`config.mk`:
```
export PLATFORM = sky130hd
export DESIGN_NAME = bridge_bus_arbiter
export DESIGN_NICKNAME = d
export VERILOG_FILES = /design/src/rtl/bridge_bus_arbiter.sv
export SDC_FILE = /design/constraint.sdc
export NUM_CORES = 1
export LEC_CHECK = 0
export BUFFER_PORTS_ARGS = -buffer_cell sky130_fd_sc_hd__buf_2
export CORE_MARGIN = 5
export CORE_UTILIZATION = 47
export CTS_CLUSTER_DIAMETER = 200
export DETAILED_ROUTE_END_ITERATION = 8
export PLACE_DENSITY = 0.91
export REMOVE_ABC_BUFFERS = 1
export SETUP_SLACK_MARGIN = 0.02
export SLEW_MARGIN = 40
export SYNTH_ARGS = -nofsm -noshare
export SYNTH_HDL_FRONTEND = slang
export SYNTH_SLANG_ARGS = --single-unit
```
`constraint.sdc`:
```
create_clock -name clk -period 1.9 [get_ports clk]
set_input_delay 0.285 -clock clk [delete_from_list [all_inputs] [get_ports clk]]
set_output_delay 0.285 -clock clk [all_outputs]
set_load 0.02 [all_outputs]
```
`src/rtl/bridge_bus_arbiter.sv`:
```
// bridge_bus_arbiter: two-master round-robin arbiter for the bridge device bus with slave timeout (optional lock: BUS_LOCK_EN)
module bridge_bus_arbiter #(
    parameter int AW = 32,
    parameter int DW = 32,
    parameter int TIMEOUT = 15
) (
    input  logic          clk,
    input  logic          reset,
`ifdef BUS_LOCK_EN
    input  logic          m0_lock,
    input  logic          m1_lock,
`endif
    input  logic          m0_req,
    input  logic [AW-1:0] m0_addr,
    input  logic [DW-1:0] m0_wdata,
    input  logic          m0_we,
    output logic          m0_gnt,
    output logic          m0_done,
    output logic          m0_err,
    output logic [DW-1:0] m0_rdata,
    input  logic          m1_req,
    input  logic [AW-1:0] m1_addr,
    input  logic [DW-1:0] m1_wdata,
    input  logic          m1_we,
    output logic          m1_gnt,
    output logic          m1_done,
    output logic          m1_err,
    output logic [DW-1:0] m1_rdata,
    output logic          s_valid,
    output logic [AW-1:0] s_addr,
    output logic [DW-1:0] s_wdata,
    output logic          s_we,
    input  logic          s_ready,
    input  logic [DW-1:0] s_rdata
);
    typedef enum logic [1:0] {IDLE, BUS0, BUS1} state_t;
    state_t state;
    logic last_gnt;
    logic [7:0] timer;
    logic el0, el1, win, cur, sel, keep, timed_out;
    // a master that is still seeing its done pulse sits out one arbitration round
    assign el0 = m0_req & ~m0_done;
    assign el1 = m1_req & ~m1_done;
    assign win = (el0 & el1) ? ~last_gnt : el1;
    assign cur = state == BUS1;
    assign sel = (state == IDLE) ? win : cur;
    assign m0_gnt = state == BUS0;
    assign m1_gnt = state == BUS1;
    assign timed_out = timer == 8'(TIMEOUT - 1);
`ifdef BUS_LOCK_EN
    assign keep = cur ? (m1_lock & m1_req) : (m0_lock & m0_req);
`else
    assign keep = 1'b0;
`endif
    // arbitration, bus ownership, completion and timeout handling
    always_ff @(posedge clk or negedge reset) begin
        if (!reset) begin
            state    <= IDLE;
            last_gnt <= 1'b1;
            timer    <= '0;
            s_valid  <= 1'b0;
            s_addr   <= '0;
            s_wdata  <= '0;
            s_we     <= 1'b0;
            m0_done  <= 1'b0;
            m1_done  <= 1'b0;
            m0_err   <= 1'b0;
            m1_err   <= 1'b0;
            m0_rdata <= '0;
            m1_rdata <= '0;
        end else begin
            m0_done <= 1'b0;
            m1_done <= 1'b0;
            m0_err  <= 1'b0;
            m1_err  <= 1'b0;
            if (state == IDLE) begin
                if (el0 | el1) begin
                    state    <= win ? BUS1 : BUS0;
                    last_gnt <= win;
                    timer    <= '0;
                    s_valid  <= 1'b1;
                    s_addr   <= sel ? m1_addr : m0_addr;
                    s_wdata  <= sel ? m1_wdata : m0_wdata;
                    s_we     <= sel ? m1_we : m0_we;
                end
            end else if (s_ready) begin
                if (cur) begin
                    m1_done <= 1'b1;
                    if (!s_we) m1_rdata <= s_rdata;
                end else begin
                    m0_done <= 1'b1;
                    if (!s_we) m0_rdata <= s_rdata;
                end
                if (keep) begin
                    timer   <= '0;
                    s_addr  <= sel ? m1_addr : m0_addr;
                    s_wdata <= sel ? m1_wdata : m0_wdata;
                    s_we    <= sel ? m1_we : m0_we;
                end else begin
                    state   <= IDLE;
                    s_valid <= 1'b0;
                end
            end else if (timed_out) begin
                state   <= IDLE;
                s_valid <= 1'b0;
                if (cur) begin
                    m1_done  <= 1'b1;
                    m1_err   <= 1'b1;
                    m1_rdata <= '0;
                end else begin
                    m0_done  <= 1'b1;
                    m0_err   <= 1'b1;
                    m0_rdata <= '0;
                end
            end else begin
                timer <= timer + 8'd1;
            end
        end
    end
endmodule

```
==> key figures, run 1 <==
Outcome
  • Status: complete, no violations

STA
  • Max Clk Rate: a little under 600 MHz
  • Worst-Margin Slew: 566 ps
  • Final hold violation count: 0
  • Final Critical Period: 1730 ps
  • Worst Skew: 7.67 ps
  • RSZ-0062 raised after global routing: false
  • Final setup fails: 0
  • Final WS setup: approximately 170 ps
  • Max_slew headroom: 0.623
  • Pins Over Slew Limit: 0
  • Final period util: 0.911

Logic synthesis
  • Number of flops mapped to enable cells by yosys: 0
  • Synth unique cells: between 40 and 50
  • Synthesized area: 6600 um^2
  • Average cell area after synthesis: 8.83 um^2
  • Sequential element share of the synthesized area: 0.550
  • Synth Register Bits: around 150
  • Top FF cell, synth: dfrtp_1
  • Syn. warnings: 0
  • Async set-reset flop share out of synthesis: 1.00
  • Post-Syn Instances: between 700 and 800

Routing
  • Vias: 6601
  • Wire per inst: 17.2 um
  • DRC viols: 0
  • Routed wire length: 21.1 mm
  • DRT Pass-1 Iters: 5
  • Vias per inst: 5.39
  • DR iter-0 viols: 449
  • Number of nets with antenna violations after routing: 0

Critical path
  • CP Data Required Time: between 2000 and 2500 ps
  • Worst Path Buf+Inv: 1
  • Startpoint types: flop
  • Largest stage delay, worst path: 420 ps
  • Worst Path Max Fanout: 41
  • Kind of critical path: reg2reg
  • CP max-delay cell: dfrtp_1
  • Critical path capture point type: flop
  • CP Cell Sequence: ha_1, nor4b_4, a41oi_4, buf_12, nand2_1, o211ai_1
  • Arr. time, crit path: 2050 ps
  • CP delay by family, top: compound AO/OA/AOI/OAI gates

Global routing
  • GRT Total Usage: 0.249
  • Total gr overflow: 0
  • Vias in the first global route: 6254
  • Initial antenna violation count: 2
  • Global-route wire length before repair: 32.5 mm
  • Pin count of the biggest net entering global routing: 61

Placed design
  • Cell total after placement: 1191
  • Place WS: 143 ps
  • Detailed placer's ending HPWL: 15.3 mm
  • Routability cong.: 0.874
  • Port Buffers: a little over 300

Floorplanning
  • Initial Util: 0.477
  • Core box area: 13800 um^2
  • IO Pins: 303
  • Die width: 128 um
  • Die height: 128 um
  • Row cnt: 43
  • Die area: around 17000 um^2

Final layout
  • Final #Nets: between 1000 and 1500
  • Final core occ: 0.649
  • Antenna Cells: 0
  • Area Overhead vs Synth: 35.9%
  • Share of layout cells above drive strength 1: 0.345
  • Commonest non-fill, non-tap cell in the layout: buf_2
  • Most frequent cells in the layout: buf_2, nand2_1, a21oi_1
  • Final Non-Filler Cells: 1224

Clock tree
  • CTS root buf: clkbuf_16
  • H-tree levels: 4
  • Clk sinks: 145
  • CTS buffer count: 17
  • TritonCTS clock tree: yes
  • Worst-Skew Late Latency: 420 ps
  • Clock Tree Buf Depth: 2
  • Clock Pin Slew Worst Setup and Hold Paths: 60 ps

Power
  • PD cells: 1800 nW/um^2
  • Max VDD drop: 0.000791 V
  • Leak: 4.38 nW

Worst hold path
  • Worst Hold Class: in2reg

Flow run
  • Max-capacitance violation count: 0
synth_stat cells (all sizes together), types with 2 or more instances:
cell,number,area [um^2]
nor2,103,394
ha,2,25.0
nor2b,4,25.0
and2,3,18.8
a21o,32,240
a21oi,163,816
a22o,2,17.5
nand2,168,631
xor2,2,17.5
o21ai,4,23.8
and3,2,12.5
nand3,6,30.0
o211ai,33,248
inv,5,18.8
dfrtp,144,3600
buf,27,170
clkbuf,28,106
nand4,2,12.5
mux2i,2,20.0
sequential cells by signal, indices dropped and copies added (netlist names):
signal	flops
state	2
m1_err	1
s_addr	32
last_gnt	1
s_we	1
m0_err	1
s_valid	1
m0_rdata	32
m1_done	1
timer	8
s_wdata	32
m0_done	1
m1_rdata	32
kinds of logic after synthesis:
| kind of cell | count (synthesis) | share of synthesized area |
|---|---|---|
| AO/OA/AOI/OAI | 240 | 0.214 |
| XOR/XNOR | 2 | 0.00266 |
| adder cells (fa/ha/maj) | 2 | 0.00379 |
| buffers and inverters | 60 | 0.0447 |
| flip-flops | 145 | 0.550 |
| multiplexers | 2 | 0.00303 |
| AND/OR/NAND/NOR | 296 | 0.182 |
final timing paths:
| path | start | to | cells past startpoint | slack [ps] |
|---|---|---|---|---|
| worst max-delay path | timer[1]$_DFFE_PN0P_ | m1_rdata[24]$_DFFE_PN0P_ | 6 | 170 |
| worst min-delay path | m0_addr[9] | s_addr[9]$_DFFE_PN0P_ | 3 | 100 |
| worst max register to register | timer[1]$_DFFE_PN0P_ | m1_rdata[24]$_DFFE_PN0P_ | 6 | 170 |
| worst min register to register | m0_rdata[9]$_DFFE_PN0P_ | m0_rdata[9]$_DFFE_PN0P_ | 1 | 500 |
| max in group asynchronous | reset | last_gnt$_DFFE_PN1P_ | 3 | 870 |
| min in group asynchronous | reset | m1_rdata[30]$_DFFE_PN0P_ | 2 | 360 |
layout make-up:
class / instances / area [um^2]
clock buffers: 22 / 454
clock inverters: 9 / 156
fillers: 1095 / 4860
inverters: 5 / 18.8
multi-input cells: 542 / 2700
flip-flops and latches: 145 / 3630
well taps: 180 / 225
repair buffers: 321 / 1790
per-stage QoR:
step	TNS (ps)	instance area, um^2	hold WS, ps	power, mW
after floorplan	-129020	6320	-10.6	9.70
after global placement	0	8340	233	12.3
final	0	8970	98.3	16.1
after global routing	0	8970	80.3	17.1
after detailed placement	0	8340	236	12.6
after CTS	0	8960	80.5	16.2
where the power goes:
part | internal [mW] | total (mW) | switching (mW)
combinational | 2.58 | 7.46 | 4.89
clock | 2.23 | 3.48 | 1.25
sequential | 4.33 | 5.16 | 0.826
per-layer routing:
metal | part of all wire | GRT usage | up-vias
li1 | - | - | 3093
met3 | 0.10 | 0.0731 | 49
met4 | 0.029 | 0.102 | 4
met2 | 0.49 | 0.408 | 366
met5 | 0.0016 | 0 | -
met1 | 0.37 | 0.311 | 3089
worst reg2reg max path: stages, from the launching register on:
cell and delay [ps]:
dfrtp_1 420, ha_1 220, nor4b_4 140, a41oi_4 390, buf_12 260, nand2_1 110, o211ai_1 100
timing repair:
item                                    4_1_cts  5_1_grt
endpoints found under the hold margin        42        0
resized for setup                             0        1
endpoints found under the setup margin        0       15
hold buffers                                  1        0
buffers inserted                              0        1
No activity file was read; power rests on OpenSTA's default activity.
==> inputs of run 2 (changes only) <==
==> constraint.sdc (replaced) <==
create_clock -name clk -period 1.6 [get_ports clk]
set_input_delay 0.24 -clock clk [delete_from_list [all_inputs] [get_ports clk]]
set_output_delay 0.24 -clock clk [all_outputs]
set_load 0.02 [all_outputs]
==> run 2 against run 1 <==
Compared with the run above: the flow now finishes with violations (setup timing); flip-flop and latch count is the same; worst hold slack lost 51 ps; register-to-register slack lost 190 ps; combinational power grew 25%; core utilization grew 1.3 points; critical path depth grew 1; routed wire length grew 2.1%; sequential share of layout area shrank 0.79 points; clock power grew 11%; clock skew grew 5.1 ps; critical endpoint is now state[1]$_DFFE_PN0P_; highest routed layer unchanged.
==> key figures, run 2 (synthesis results as in run 1) <==
Floorplanning
  • IO Pins: 303 (unchanged)
  • Core box area: 13800 um^2 (unchanged)
  • Initial Util: 0.477 (unchanged)
  • Die height: 128 um (unchanged)
  • Row cnt: 43 (unchanged)
  • Die area: 16500 um^2 (unchanged)
  • Die width: 128 um (unchanged)

Final layout
  • Share of layout cells above drive strength 1: 0.361 (+0.0159)
  • Area of the multi-input gates: 2720 um^2 (+0.93%)
  • Final core occ: 0.662 (+0.0131)
  • Area Overhead vs Synth: 38.7%
  • Commonest non-fill, non-tap cell in the layout: buf_2
  • FF/Latch Area: 3630 um^2 (about the same)
  • Most frequent cells in the layout: buf_2, nand2_1, a21oi_1
  • Fill cells: 1093 (-0.18%)
  • Final Cell Area: 9150 um^2 (+2.0%)
  • Antenna Cells: 0 (unchanged)
  • Final #Nets: 1216 (+1.2%)

Placed design
  • Routability cong.: 0.870 (-0.37%)
  • Port Buffers: 302 (unchanged)
  • Detailed placer's ending HPWL: 15.5 mm (+1.5%)
  • Placed Area: 8460 um^2 (+1.5%)

Global routing
  • Global-route wire length before repair: 32.2 mm (-0.64%)
  • GRT Total Usage: 0.247 (-0.00166)
  • Vias in the first global route: 6329 (+1.2%)
  • Initial antenna violation count: 2 (unchanged)
  • Total gr overflow: 0 (unchanged)
  • Pin count of the biggest net entering global routing: 61 (unchanged)

Critical path
  • Critical path capture point type: flop
  • Startpoint types: flop
  • CP Data Required Time: 1900 ps (-320 ps)
  • Arr. time, crit path: 1920 ps (-130 ps)
  • Kind of critical path: reg2reg
  • Worst Path Max Fanout: 3 (-93%)

Routing
  • DRT Pass-1 Iters: 5 (unchanged)
  • Wire per inst: 17.4 um (+0.85%)
  • DRC viols: 0 (unchanged)
  • Vias: 6714 (+1.7%)
  • DR iter-0 viols: 499 (+11%)
  • Vias per inst: 5.42 (+0.48%)
  • Routed wire length: 21.6 mm (+2.1%)
  • Number of nets with antenna violations after routing: 0 (unchanged)

Power
  • Leak: 4.44 nW (+1.5%)
  • Total power: 19.3 mW (+20%)
  • Switch share: 0.438 (+0.00584)
  • Sw Pwr: 8.45 mW (+21%)
  • P_int: 10.8 mW (+19%)
  • Max VDD drop: 0.000916 V (+16%)
  • PD cells: 2110 nW/um^2 (+17%)
  • Combinational Power Share: 0.485 (+0.022)
  • Clock power frac: 0.200 (-0.016)
  • Reg power frac: 0.315 (-0.005)

STA
  • Worst-Margin Slew: 371 ps (-195 ps)
  • Pins Over Slew Limit: 0 (unchanged)
  • Final WS setup: -18.2 ps (-188 ps)
  • Final Critical Period: 1620 ps (-112 ps)
  • Final setup fails: 9 (+9)
  • Worst Skew: 12.8 ps (+5.10 ps)
  • Max_slew headroom: 0.752 (+0.129)
  • Final period util: 1.01 (+0.101)
  • Minimum hold slack: 47.2 ps (-51.1 ps)
  • RSZ-0062 raised after global routing: true
  • Max Clk Rate: 618 MHz (+6.9%)
  • Final hold violation count: 0 (unchanged)

Worst hold path
  • Worst Hold Class: in2reg

Clock tree
  • Clk sinks: 145 (unchanged)
  • CTS buffer count: 17 (unchanged)
  • Clock Pin Slew Worst Setup and Hold Paths: 60 ps (about the same)
  • H-tree levels: 4 (unchanged)
  • TritonCTS clock tree: yes
  • Clock Tree Buf Depth: 2 (unchanged)
  • Worst-Skew Late Latency: 420 ps (about the same)
  • CTS root buf: clkbuf_16

Flow run
  • Max-capacitance violation count: 0 (unchanged)

Outcome
  • Status: complete, but fails checks
  • Failing checks: setup timing
## run 2: cell types whose count changed in the layout (fill, tap and decap cells not counted), sizes merged
cell      previous run  this run
buf                320       333
bufinv               4         2
inv                  6         8
clkinvlp             0         6
clkinv               4         0
## run 2: power by group through the flow
stage	Clock, mW	Sequential, mW	Combinational (mW)
after floorplan	0	7.90	3.62
after global placement	0	6.05	8.81
after detailed placement	0	6.15	9.06
after CTS	3.91	6.09	9.17
after global routing	4.08	6.27	10.1
final	3.86	6.08	9.35
## run 2: path summary, 6_finish.rpt
path                            depth (start not counted)                      from                        to  slack, ps
max in group asynchronous                               3                     reset     s_addr[8]$_DFFE_PN0P_        670
worst min-delay path                                    3              m0_wdata[31]   s_wdata[31]$_DFFE_PN0P_         50
worst min register to register                          1  m0_rdata[21]$_DFFE_PN0P_  m0_rdata[21]$_DFFE_PN0P_        500
worst max-delay path                                    7      timer[0]$_DFFE_PN0P_      state[1]$_DFFE_PN0P_        -20
worst max register to register                          7      timer[0]$_DFFE_PN0P_      state[1]$_DFFE_PN0P_        -20
min in group asynchronous                               2                     reset   m0_rdata[2]$_DFFE_PN0P_        290
## run 2: repair_timing
item | CTS | global route
resized for setup | 2 | 7
buffers inserted | 3 | 1
endpoints found under the setup margin | 40 | 96
hold endpoints to repair | 29 | 0
pin swaps | 0 | 1
hold buffers | 1 | 0
gates cloned | 0 | 2
## run 2: per-stage QoR
| stage | setup WS (ps) | std cells | setup TNS (ps) |
|---|---|---|---|
| 2_1_floorplan | -1670 | 692 | -172550 |
| 3_3_place_gp | 9.34 | 1201 | 0 |
| 3_5_place_dp | 1.02 | 1201 | 0 |
| 4_1_cts | -7.68 | 1236 | -31.6 |
| 5_1_grt | -107 | 1239 | -4500 |
| 6_report | -18.2 | 1239 | -79.3 |
## run 2: layout make-up
class	count	area share
Timing Repair Buffer	336	0.217
Multi-Input combinational cell	542	0.297
Inverter	5	0.00205
Clock inverter	11	0.0144
Tap cell	180	0.0246
Clock buffer	20	0.0477
Sequential cell	145	0.397
## run 2: metal layers
layer  track usage  part of all wire  wire [um]
met1         0.314              0.38       8230
met2         0.402              0.49      10500
met3        0.0656             0.097       2090
met4         0.104             0.035        750
met5             0           0.00088         19
## run 2: worst max-delay path, stage by stage, from the launching register on
cell and delay (ps):
dfrtp_1 370, inv_1 60, ha_1 160, nor4b_4 270
buf_4 190, and3_4 180, nor2_1 60, a22o_1 220
==> inputs of run 3 (changes only) <==
==> constraint.sdc (replaced) <==
create_clock -name clk -period 1.6 [get_ports clk]
set_input_delay 0.16 -clock clk [delete_from_list [all_inputs] [get_ports clk]]
set_output_delay 0.16 -clock clk [all_outputs]
set_load 0.02 [all_outputs]
==> run 3 against run 2 <==
Compared with the run above: the run still ends with setup timing left; combinational power is 7% higher; worst setup slack got worse by 28 ps; worst hold slack got worse by 26 ps; via count grew 9.6%; critical path depth unchanged; cell count up 5.6%; fmax shrank 1.7%; final area increased by 8.1%; first-iteration DRC count grew 18%; sequential power grew 2%; critical endpoint unchanged.
==> key figures, run 3 (synthesis results as in run 1) <==
Critical path
  • Startpoint types: flop
  • CP Cell Sequence: inv_1, ha_2, nor4b_4, buf_4, and3_4, nor2_4, a22o_1
  • R2r startpoint: timer[0]$_DFFE_PN0P_
  • Critical path capture point type: flop
  • Worst Path Max Fanout: 3 (unchanged)
  • Kind of critical path: reg2reg
  • Worst Setup SP: timer[0]$_DFFE_PN0P_
  • CP max-delay cell: dfrtp_1
  • FF-to-FF path depth: 7 (unchanged)
  • Arr. time, crit path: 1940 ps (+20 ps)
  • Largest stage delay, worst path: 370 ps (about the same)
  • Critical Path End: state[1]$_DFFE_PN0P_
  • Worst reg2reg setup slack: -50 ps (-30 ps)
  • CP Data Required Time: 1900 ps (about the same)
  • Reg-to-reg endpoint: state[1]$_DFFE_PN0P_

Final layout
  • Final #Nets: 1283 (+5.5%)
  • Final Non-Filler Cells: 1308 (+5.6%)
  • Commonest non-fill, non-tap cell in the layout: buf_2
  • Share of layout cells above drive strength 1: 0.353 (-0.00757)
  • Final core occ: 0.715 (+0.0534)
  • Area Overhead vs Synth: 49.9%
  • Most frequent cells in the layout: buf_2, nand2_1, a21oi_1
  • Final Cell Area: 9890 um^2 (+8.1%)

STA
  • RSZ-0062 raised after global routing: true
  • Setup TNS: -260 ps (-180 ps)
  • Final setup fails: 20 (+11)
  • Worst-Margin Slew: 393 ps (+22.2 ps)
  • Final hold violation count: 0 (unchanged)
  • Pins Over Slew Limit: 0 (unchanged)
  • Final WS setup: -46.4 ps (-28.2 ps)
  • Worst Skew: 12.2 ps (-0.601 ps)
  • Minimum hold slack: 20.7 ps (-26.5 ps)
  • Max_slew headroom: 0.738 (-0.0137)
  • Final Critical Period: 1650 ps (+28.2 ps)
  • Final period util: 1.03 (+0.0176)
  • Max Clk Rate: 607 MHz (-1.7%)

Global routing
  • Pin count of the biggest net entering global routing: 47 (-23%)
  • Total gr overflow: 0 (unchanged)
  • Vias in the first global route: 7245 (+14%)
  • Global-route wire length before repair: 38.0 mm (+18%)
  • Initial antenna violation count: 4 (+2)
  • GRT Total Usage: 0.294 (+0.0468)

Clock tree
  • Worst-Skew Late Latency: 420 ps (about the same)
  • Clk sinks: 145 (unchanged)
  • CTS root buf: clkbuf_16
  • CTS buffer count: 17 (unchanged)
  • Clock Pin Slew Worst Setup and Hold Paths: 60 ps (about the same)
  • Clock Tree Buf Depth: 2 (unchanged)
  • TritonCTS clock tree: yes
  • H-tree levels: 4 (unchanged)

Power
  • Clock power frac: 0.194 (-0.006)
  • P_int: 11.1 mW (+2.6%)
  • Switch share: 0.447 (+0.00832)
  • Sw Pwr: 8.97 mW (+6.1%)
  • Max VDD drop: 0.00101 V (+10%)
  • Reg power frac: 0.308 (-0.007)
  • Leak: 4.77 nW (+7.3%)
  • PD cells: 2030 nW/um^2 (-3.7%)
  • Combinational Power Share: 0.498 (+0.013)

Placed design
  • Port Buffers: 302 (unchanged)
  • Cell total after placement: 1206 (+0.42%)
  • Placed Area: 8500 um^2 (+0.44%)
  • Detailed placer's ending HPWL: 15.7 mm (+0.73%)
  • Routability cong.: 0.865 (-0.63%)

Floorplanning
  • Die width: 128 um (unchanged)
  • IO Pins: 303 (unchanged)
  • Die area: 16500 um^2 (unchanged)
  • Core box area: 13800 um^2 (unchanged)
  • Die height: 128 um (unchanged)
  • Initial Util: 0.477 (unchanged)
  • Row cnt: 43 (unchanged)

Routing
  • Vias per inst: 5.62 (+3.8%)
  • Wire per inst: 19.2 um (+10%)
  • Number of nets with antenna violations after routing: 0 (unchanged)
  • DRT Pass-1 Iters: 5 (unchanged)
  • DR iter-0 viols: 587 (+18%)
  • Vias: 7356 (+9.6%)
  • Routed wire length: 25.1 mm (+16%)
  • DRC viols: 0 (unchanged)

Outcome
  • Failing checks: setup timing
  • Status: complete, but fails checks

Worst hold path
  • Cell depth of the worst hold path: 3 (unchanged)
  • Worst Hold Class: in2reg

Flow run
  • Max-capacitance violation count: 0 (unchanged)
run 3: final cells by class:
| type | instances | area [um^2] |
|---|---|---|
| repair buffers | 403 | 2660 |
| diodes | 1 | 2.50 |
| inverters | 5 | 18.8 |
| well taps | 180 | 225 |
| fillers | 950 | 3940 |
| flip-flops and latches | 145 | 3630 |
| multi-input cells | 542 | 2770 |
| clock inverters | 12 | 133 |
| clock buffers | 20 | 447 |
run 3: timing repair:
item / in CTS / in global routing
setup buffers: 4 / 3
hold buffers: 60 / 0
endpoints found under the hold margin: 118 / 0
resized for setup: 20 / 8
gates cloned: 0 / 2
setup endpoints to repair: 77 / 99
pin swaps: 4 / 3
run 3: power groups by stage:
stage               clock network, mW  registers (mW)  logic, mW
finish                           3.90            6.18       10.0
global route                     4.12            6.35       10.7
CTS                              3.94            6.09       9.48
detailed placement                  0            6.13       9.15
global placement                    0            6.02       8.85
floorplan                           0            7.90       3.62
run 3: how the worst min path moves through the flow:
stage,from,end,slack [ps]
after detailed placement,reset,m1_rdata[30]$_DFFE_PN0P_,100
final,m0_addr[13],s_addr[13]$_DFFE_PN0P_,20
after CTS,s_ready,m1_err$_DFF_PN0_,1
after global placement,reset,m1_rdata[5]$_DFFE_PN0P_,100
after global routing,m0_addr[15],s_addr[15]$_DFFE_PN0P_,4
after floorplan,reset,m0_done$_DFF_PN0_,-140
run 3: worst max-delay path: cells and delay by family (launching register included):
family                     cells  cell delay, ps
adders and majority gates      1             170
and+or+nand+nor                3             510
DFF                            1             370
AOI/OAI and AO/OA              1             210
buffers and inverters          2             260
run 3: layer usage:
layer | vias to the layer above | part of all wire | track usage
li1 | 3255 | - | -
met1 | 3366 | 0.36 | 0.359
met2 | 621 | 0.47 | 0.471
met3 | 108 | 0.12 | 0.0863
met4 | 6 | 0.054 | 0.159
met5 | - | 0.0010 | 0
run 3: through the flow:
stage	worst slack, ps	power [mW]
5_1_grt	-134	21.1
6_report	-46.4	20.1
2_1_floorplan	-1590	11.5
4_1_cts	-45.9	19.5
3_3_place_gp	22.4	14.9
3_5_place_dp	-57.3	15.3
